**src/rtl/dilation_stream.sv**
```systemverilog
// Streaming 3x3 binary dilation: per-bit OR over a K-masked window, with its own two line buffers.
// Latency: out_read pulses exactly 2 clocks after the qualifying in_write; (W-2)x(H-2) results per frame.
// No backpressure: fixed pipeline, in_write may have arbitrary gaps. Optional out_eof via DILATION_STREAM_EOF_EN.
module dilation_stream #(
   parameter int         N         = 1,
   parameter int         MAX_WIDTH = 1024,
   parameter logic [8:0] K         = 9'h1FF
) (
   input  logic          clock,
   input  logic          reset_n,
   input  logic [15:0]   width,
   input  logic [15:0]   height,
   input  logic          in_write,
   input  logic [N-1:0]  in_pixel,
   output logic          out_read,
`ifdef DILATION_STREAM_EOF_EN
   output logic          out_eof,
`endif
   output logic [N-1:0]  out_pixel
);

   localparam int          AW      = (MAX_WIDTH > 1) ? $clog2(MAX_WIDTH) : 1;
   localparam logic [16:0] MAX_W17 = 17'(MAX_WIDTH);

   // frame position and per-frame parameters
   logic [15:0] col_q, col_d;
   logic [15:0] row_q, row_d;
   logic [15:0] width_q, width_d;
   logic [15:0] height_q, height_d;
   logic        frame_ok_q, frame_ok_d;

   // effective parameters for the pixel being written this cycle
   logic        first_px;
   logic [15:0] cur_w;
   logic [15:0] cur_h;
   logic        cur_ok;
   logic        last_col;
   logic        last_row;

   // stage 1: pixel accepted, line-buffer read data arriving
   logic          vld1_q, vld1_d;
   logic          qual1_q, qual1_d;
   logic [AW-1:0] addr1_q, addr1_d;
   logic [N-1:0]  pix1_q, pix1_d;
   logic [N-1:0]  lb0_rd_q;
   logic [N-1:0]  lb1_rd_q;

   // line buffers: lb1 holds row-1, lb0 holds row-2
   logic [N-1:0] lb0_mem [MAX_WIDTH];
   logic [N-1:0] lb1_mem [MAX_WIDTH];

   // 3x3 window, element 3*r+c, r=0 oldest row, c=0 oldest column
   logic [N-1:0] win_q [9];
   logic [N-1:0] win_d [9];
   logic [N-1:0] dil;

   // output stage
   logic         out_read_q, out_read_d;
   logic [N-1:0] out_pixel_q, out_pixel_d;

   // Counter advance; width/height/frame_ok are latched on pixel (0,0) and held for the frame
   always_comb begin
      first_px   = (col_q == 16'd0) && (row_q == 16'd0);
      cur_w      = first_px ? width  : width_q;
      cur_h      = first_px ? height : height_q;
      cur_ok     = first_px ? (({1'b0, width} <= MAX_W17) && (width >= 16'd3) && (height >= 16'd3))
                            : frame_ok_q;
      last_col   = (col_q == cur_w - 16'd1);
      last_row   = (row_q == cur_h - 16'd1);
      col_d      = col_q;
      row_d      = row_q;
      width_d    = width_q;
      height_d   = height_q;
      frame_ok_d = frame_ok_q;
      if (in_write) begin
         width_d    = cur_w;
         height_d   = cur_h;
         frame_ok_d = cur_ok;
         if (last_col) begin
            col_d = 16'd0;
            row_d = last_row ? 16'd0 : row_q + 16'd1;
         end else begin
            col_d = col_q + 16'd1;
         end
      end
      vld1_d  = in_write;
      qual1_d = in_write && cur_ok && (row_q >= 16'd2) && (col_q >= 16'd2);
      addr1_d = col_q[AW-1:0];
      pix1_d  = in_pixel;
   end

   // Line buffers: read on in_write, write-back one cycle later once the read data is in hand.
   // A later-row access to the same column is at least 3 cycles away, so no forwarding is needed.
   always_ff @(posedge clock) begin
      if (in_write) begin
         lb0_rd_q <= lb0_mem[col_q[AW-1:0]];
         lb1_rd_q <= lb1_mem[col_q[AW-1:0]];
      end
      if (vld1_q) begin
         lb0_mem[addr1_q] <= lb1_rd_q;
         lb1_mem[addr1_q] <= pix1_q;
      end
   end

   // Window shift with the new column {lb0, lb1, pixel}, then masked OR of the shifted window
   always_comb begin
      win_d = win_q;
      if (vld1_q) begin
         win_d[0] = win_q[1];
         win_d[1] = win_q[2];
         win_d[2] = lb0_rd_q;
         win_d[3] = win_q[4];
         win_d[4] = win_q[5];
         win_d[5] = lb1_rd_q;
         win_d[6] = win_q[7];
         win_d[7] = win_q[8];
         win_d[8] = pix1_q;
      end
      dil = '0;
      for (int i = 0; i < 9; i++) begin
         if (K[i]) dil = dil | win_d[i];
      end
      out_read_d  = vld1_q && qual1_q;
      out_pixel_d = out_read_d ? dil : '0;
   end

   // State registers; reset also discards any in-flight result
   always_ff @(posedge clock or negedge reset_n) begin
      if (!reset_n) begin
         col_q       <= '0;
         row_q       <= '0;
         width_q     <= '0;
         height_q    <= '0;
         frame_ok_q  <= 1'b0;
         vld1_q      <= 1'b0;
         qual1_q     <= 1'b0;
         addr1_q     <= '0;
         pix1_q      <= '0;
         for (int i = 0; i < 9; i++) win_q[i] <= '0;
         out_read_q  <= 1'b0;
         out_pixel_q <= '0;
      end else begin
         col_q       <= col_d;
         row_q       <= row_d;
         width_q     <= width_d;
         height_q    <= height_d;
         frame_ok_q  <= frame_ok_d;
         vld1_q      <= vld1_d;
         qual1_q     <= qual1_d;
         addr1_q     <= addr1_d;
         pix1_q      <= pix1_d;
         win_q       <= win_d;
         out_read_q  <= out_read_d;
         out_pixel_q <= out_pixel_d;
      end
   end

   assign out_read  = out_read_q;
   assign out_pixel = out_pixel_q;

`ifdef DILATION_STREAM_EOF_EN
   logic eof1_q, eof1_d;
   logic out_eof_q, out_eof_d;

   // Last result of a frame is the one whose input is the bottom-right pixel
   always_comb begin
      eof1_d    = qual1_d && last_col && last_row;
      out_eof_d = vld1_q && eof1_q;
   end

   // End-of-frame flag follows the same two-stage path as out_read
   always_ff @(posedge clock or negedge reset_n) begin
      if (!reset_n) begin
         eof1_q    <= 1'b0;
         out_eof_q <= 1'b0;
      end else begin
         eof1_q    <= eof1_d;
         out_eof_q <= out_eof_d;
      end
   end

   assign out_eof = out_eof_q;
`endif

endmodule
```
**config.mk**
```make
export PLATFORM = sky130hd
export DESIGN_NAME = dilation_stream
export DESIGN_NICKNAME = d
export VERILOG_FILES = /design/src/rtl/dilation_stream.sv
export SDC_FILE = /design/constraint.sdc
export NUM_CORES = 2
export LEC_CHECK = 0
export ABC_AREA = 1
export ABC_CLOCK_PERIOD_IN_PS = 20400
export BUFFER_PORTS_ARGS = -buffer_cell sky130_fd_sc_hd__buf_2
export CAP_MARGIN = 10
export CORE_MARGIN = 2
export CORE_UTILIZATION = 55
export DETAILED_ROUTE_END_ITERATION = 8
export PLACE_DENSITY_LB_ADDON = 0.05
export SKIP_LAST_GASP = 1
export SYNTH_ARGS = -nofsm -noshare
export SYNTH_HDL_FRONTEND = slang
export SYNTH_SLANG_ARGS = --single-unit
```
**constraint.sdc**
```tcl
create_clock -name clock -period 20.4 [get_ports clock]
set_clock_uncertainty 0.05 [all_clocks]
set_input_delay 4.08 -clock clock [delete_from_list [all_inputs] [get_ports clock]]
set_output_delay 4.08 -clock clock [all_outputs]
set_load 0.01 [all_outputs]
```
==> run_results.csv <==
group,metric,value,unit
outcome,status,"complete, no violations",
final_layout,drive_gt1_share,7.31,%
setup_path,crit_buf_inv,7,
synthesis,syn_area_per_cell,11.1,um^2
synthesis,synth.distinct_cells,55,
routing,first_iter_violations,9103,
cts,cts_setup_buffers,0,
setup_path,arrival,8.09,ns
sta,layout_setup_ws,12.97,ns
sta,tns,0,ns
floorplan,die_w,411,um
final_layout,fin_area,0.0995,mm^2
power_and_ir_drop,p_switching,4.27,mW
setup_path,crit_type,"flip-flop to flip-flop",
cts,ctsHoldBuffers,0,
final_layout,final_common_cell,"nor2_1",
global_route,grt_start_max_net_pins,217,
global_route,grt_usage,31.7,%
floorplan,die_y,411,um
global_route,antenna_found_initial,9,
cts,cts_tree,"built",
global_route,grt_pass1_wl,395,mm
floorplan,coreArea,0.165,mm^2
synthesis,synth_area_leaders,"edfxtp_1 68%, nor2_1 9.0%, o21ai_0 6.1%, nand2_1 3.5%, o22ai_1 3.4%",
floorplan,num_rows,149,
cts,clock_sinks,2139,
final_layout,layout_common_cells,"2174 x nor2_1, 2050 x edfxtp_1, 1113 x o21ai_0",
sta,tightestPinTransition,1.29,ns
sta,setup-violations-final,0,
sta,post-route-period-util,36.4,%
placed_design,numPortBuffers,37,
cts,h-tree-depth,4,
sta,hold_violations,0,
final_layout,fillers,13475,
setup_path,max_stage_delay,0.85,ns
synthesis,synth_top_area_share,67.7,%
sta,drv_slew,0,
cts,clockBufferDepth,3,
routing,first_pass_iters,6,
sta,finalCriticalPeriod,7.43,ns
flow_run,cap_violations,0,
final_layout,fin_nets,7993,
setup_path,worst_ep_required_time,21.07,ns
synthesis,mappedNetlistArea,0.0909,mm^2
cts,clkLatencyLatePin,0.86,ns
cts,cts_buffers,217,
synthesis,synth-edff-count,2050,
global_route,grt-ovfl-total,0,
sta,rsz0062_at_grt,"false",
setup_path,crit_chain,"inv_8 -> buf_4 -> buf_4 -> buf_4 -> buf_4 -> buf_4 -> o21ai_0 -> o22ai_1 -> a21oi_1 -> nand4_1 -> o21ai_0 -> o21ai_0 -> nand2_1 -> nand2_1 -> nand2_1 -> nand2_1 -> inv_1 -> nand2_1 -> nand2_1 -> nand2_1",
power_and_ir_drop,leakagePower,32.2,nW
synthesis,ys_ff_latch,2139,
power_and_ir_drop,internal-power,8.05,mW
routing,viasPerCell,6.22,
setup_path,cp_common_cell,"nand2_1",
synthesis,async_reset_ff_share,4.16,%
routing,drt_drc_violations_left,0,
floorplan,die_area,0.169,mm^2
synthesis,synthFlopType,"edfxtp_1",
sta,hold_slack,0.428,ns
power_and_ir_drop,vdd_drop_max,102,uV
placed_design,gp_congestion,0.851,
routing,routed_wl,270,mm
synthesis,syn_inst,8182,
cts,clock-root-buffer,"clkbuf_16",
power_and_ir_drop,power_density,124,mW/mm^2
setup_path,crit_path_top_delay_cell,"buf_4",
setup_path,cp_max_fo,142,
power_and_ir_drop,pwr-share-clk,30.8,%
sta,relSlewSlack,13.3,%
placed_design,place_hpwl,141,mm
setup_path,path_delay_family,"buffers and inverters",
synthesis,syn-num-nets,8226,
routing,vias,64236,
routing,antenna_left,0,
cts,cts_resized,0,
power_and_ir_drop,total_power,12.3,mW
cts,clkSlewWorstSetupHoldPaths,0.06,ns
sta,timing.fmax,135,MHz
setup_path,startpoint_type,"flip-flop",
power_and_ir_drop,p_seq_share,42.5,%
final_layout,syn2layout_area_growth,9.43,%
worst_hold_path,hp-class,"flip-flop to flip-flop",
synthesis,yosysSeqAreaShare,70.2,%
power_and_ir_drop,swShare,34.6,%
floorplan,io_pins,38,
power_and_ir_drop,combinationalPowerShare,26.7,%
placed_design,pre_cts_ws,13.09,ns
floorplan,initial_core_util,55.2,%
synthesis,yosysTopAreaCell,"edfxtp_1",
routing,wl_per_cell,26.1,um
synthesis,yosysWarnings,0,
placed_design,place_area,0.0928,mm^2
setup_path,end_kind,"flip-flop",
global_route,first_global_vias,61531,
## power by group through the flow
stage | sequential, mW | combinational, mW | clock, mW
floorplan | 5.79 | 1.71 | 0
global placement | 5.33 | 3.22 | 0
detailed placement | 5.33 | 3.23 | 0
CTS | 5.24 | 3.23 | 3.82
global route | 5.24 | 3.50 | 4.00
finish | 5.24 | 3.29 | 3.79
## registers in the layout, indices dropped and copies added (netlist names)
| name | count |
|---|---|
| addr1_q | 10 |
| lb0_mem | 1024 |
| col_q | 16 |
| out_pixel | 1 |
| qual1_q | 1 |
| frame_ok_q | 1 |
| lb1_rd_q | 1 |
| pix1_q | 1 |
| width_q | 16 |
| row_q | 16 |
| out_read | 1 |
| lb1_mem | 1024 |
| height_q | 16 |
| win_q | 9 |
| vld1_q | 1 |
| lb0_rd_q | 1 |
## final timing paths
path / slack (ns) / start / depth (start not counted) / to
max: 12.97 / col_q[0] / 20 / lb1_rd_q
min: 0.43 / win_q[2] / 2 / win_q[2]
max reg2reg: 12.97 / col_q[0] / 20 / lb1_rd_q
min reg2reg: 0.43 / win_q[2] / 2 / win_q[2]
min in group asynchronous: 3.17 / reset_n / 1 / win_q[8]
max in group asynchronous: 15.96 / reset_n / 2 / row_q[14]
## synthesized netlist by cell type (13+ instances only)
master,n
a21oi_1,72
a22o_1,30
a41oi_1,13
buf_1,89
buf_2,15
clkbuf_1,530
dfrtp_1,89
edfxtp_1,2050
inv_1,155
nand2_1,857
nand2_2,28
nand3_1,122
nand4_1,106
nor2_1,2180
nor3_1,54
o211ai_1,13
o21ai_0,1113
o21ai_2,21
o22ai_1,489
xor2_1,40
## per-layer routing
layer  global-route usage [%]  up-vias  share of wire (%)
met1                     44.5    32043                 41
met5                        0        -                  0
met3                     4.93      538                9.4
met2                     50.2     3116                 46
li1                         -    28539                  -
met4                     12.5        0                4.2
## stage by stage
stage,util [%],instances
3_3_place_gp,56.4,9918
2_1_floorplan,-,8182
4_1_cts,60.4,10319
5_1_grt,60.4,10320
3_5_place_dp,56.4,9918
6_report,60.4,10321
## kinds of logic after synthesis
family | share of synthesized area (%)
DFF | 70.2
AOI/OAI and AO/OA | 11.0
and+or+nand+nor | 14.8
buffers and inverters | 3.49
xor gates and xnor gates | 0.439
adders and majority gates | 0.110
## tightest hold or removal path: stages, from the launching register on
cell,delay [ns]
dfrtp_1,0.32
nand2_1,0.05
nand2_1,0.07
## cell type report
| class | instances | area, um^2 | area share [%] |
|---|---|---|---|
| tap | 2189 | 2740 | 2.75 |
| clock buffer | 281 | 5800 | 5.83 |
| clock inverter | 120 | 880 | 0.884 |
| sequential | 2139 | 63800 | 64.1 |
| inverter | 168 | 652 | 0.655 |
| antenna | 1 | 2.50 | 0.00252 |
| timing repair buffer | 194 | 1500 | 1.51 |
| multi-input combinational | 5229 | 24100 | 24.2 |
(Power assumes the default switching activity.)
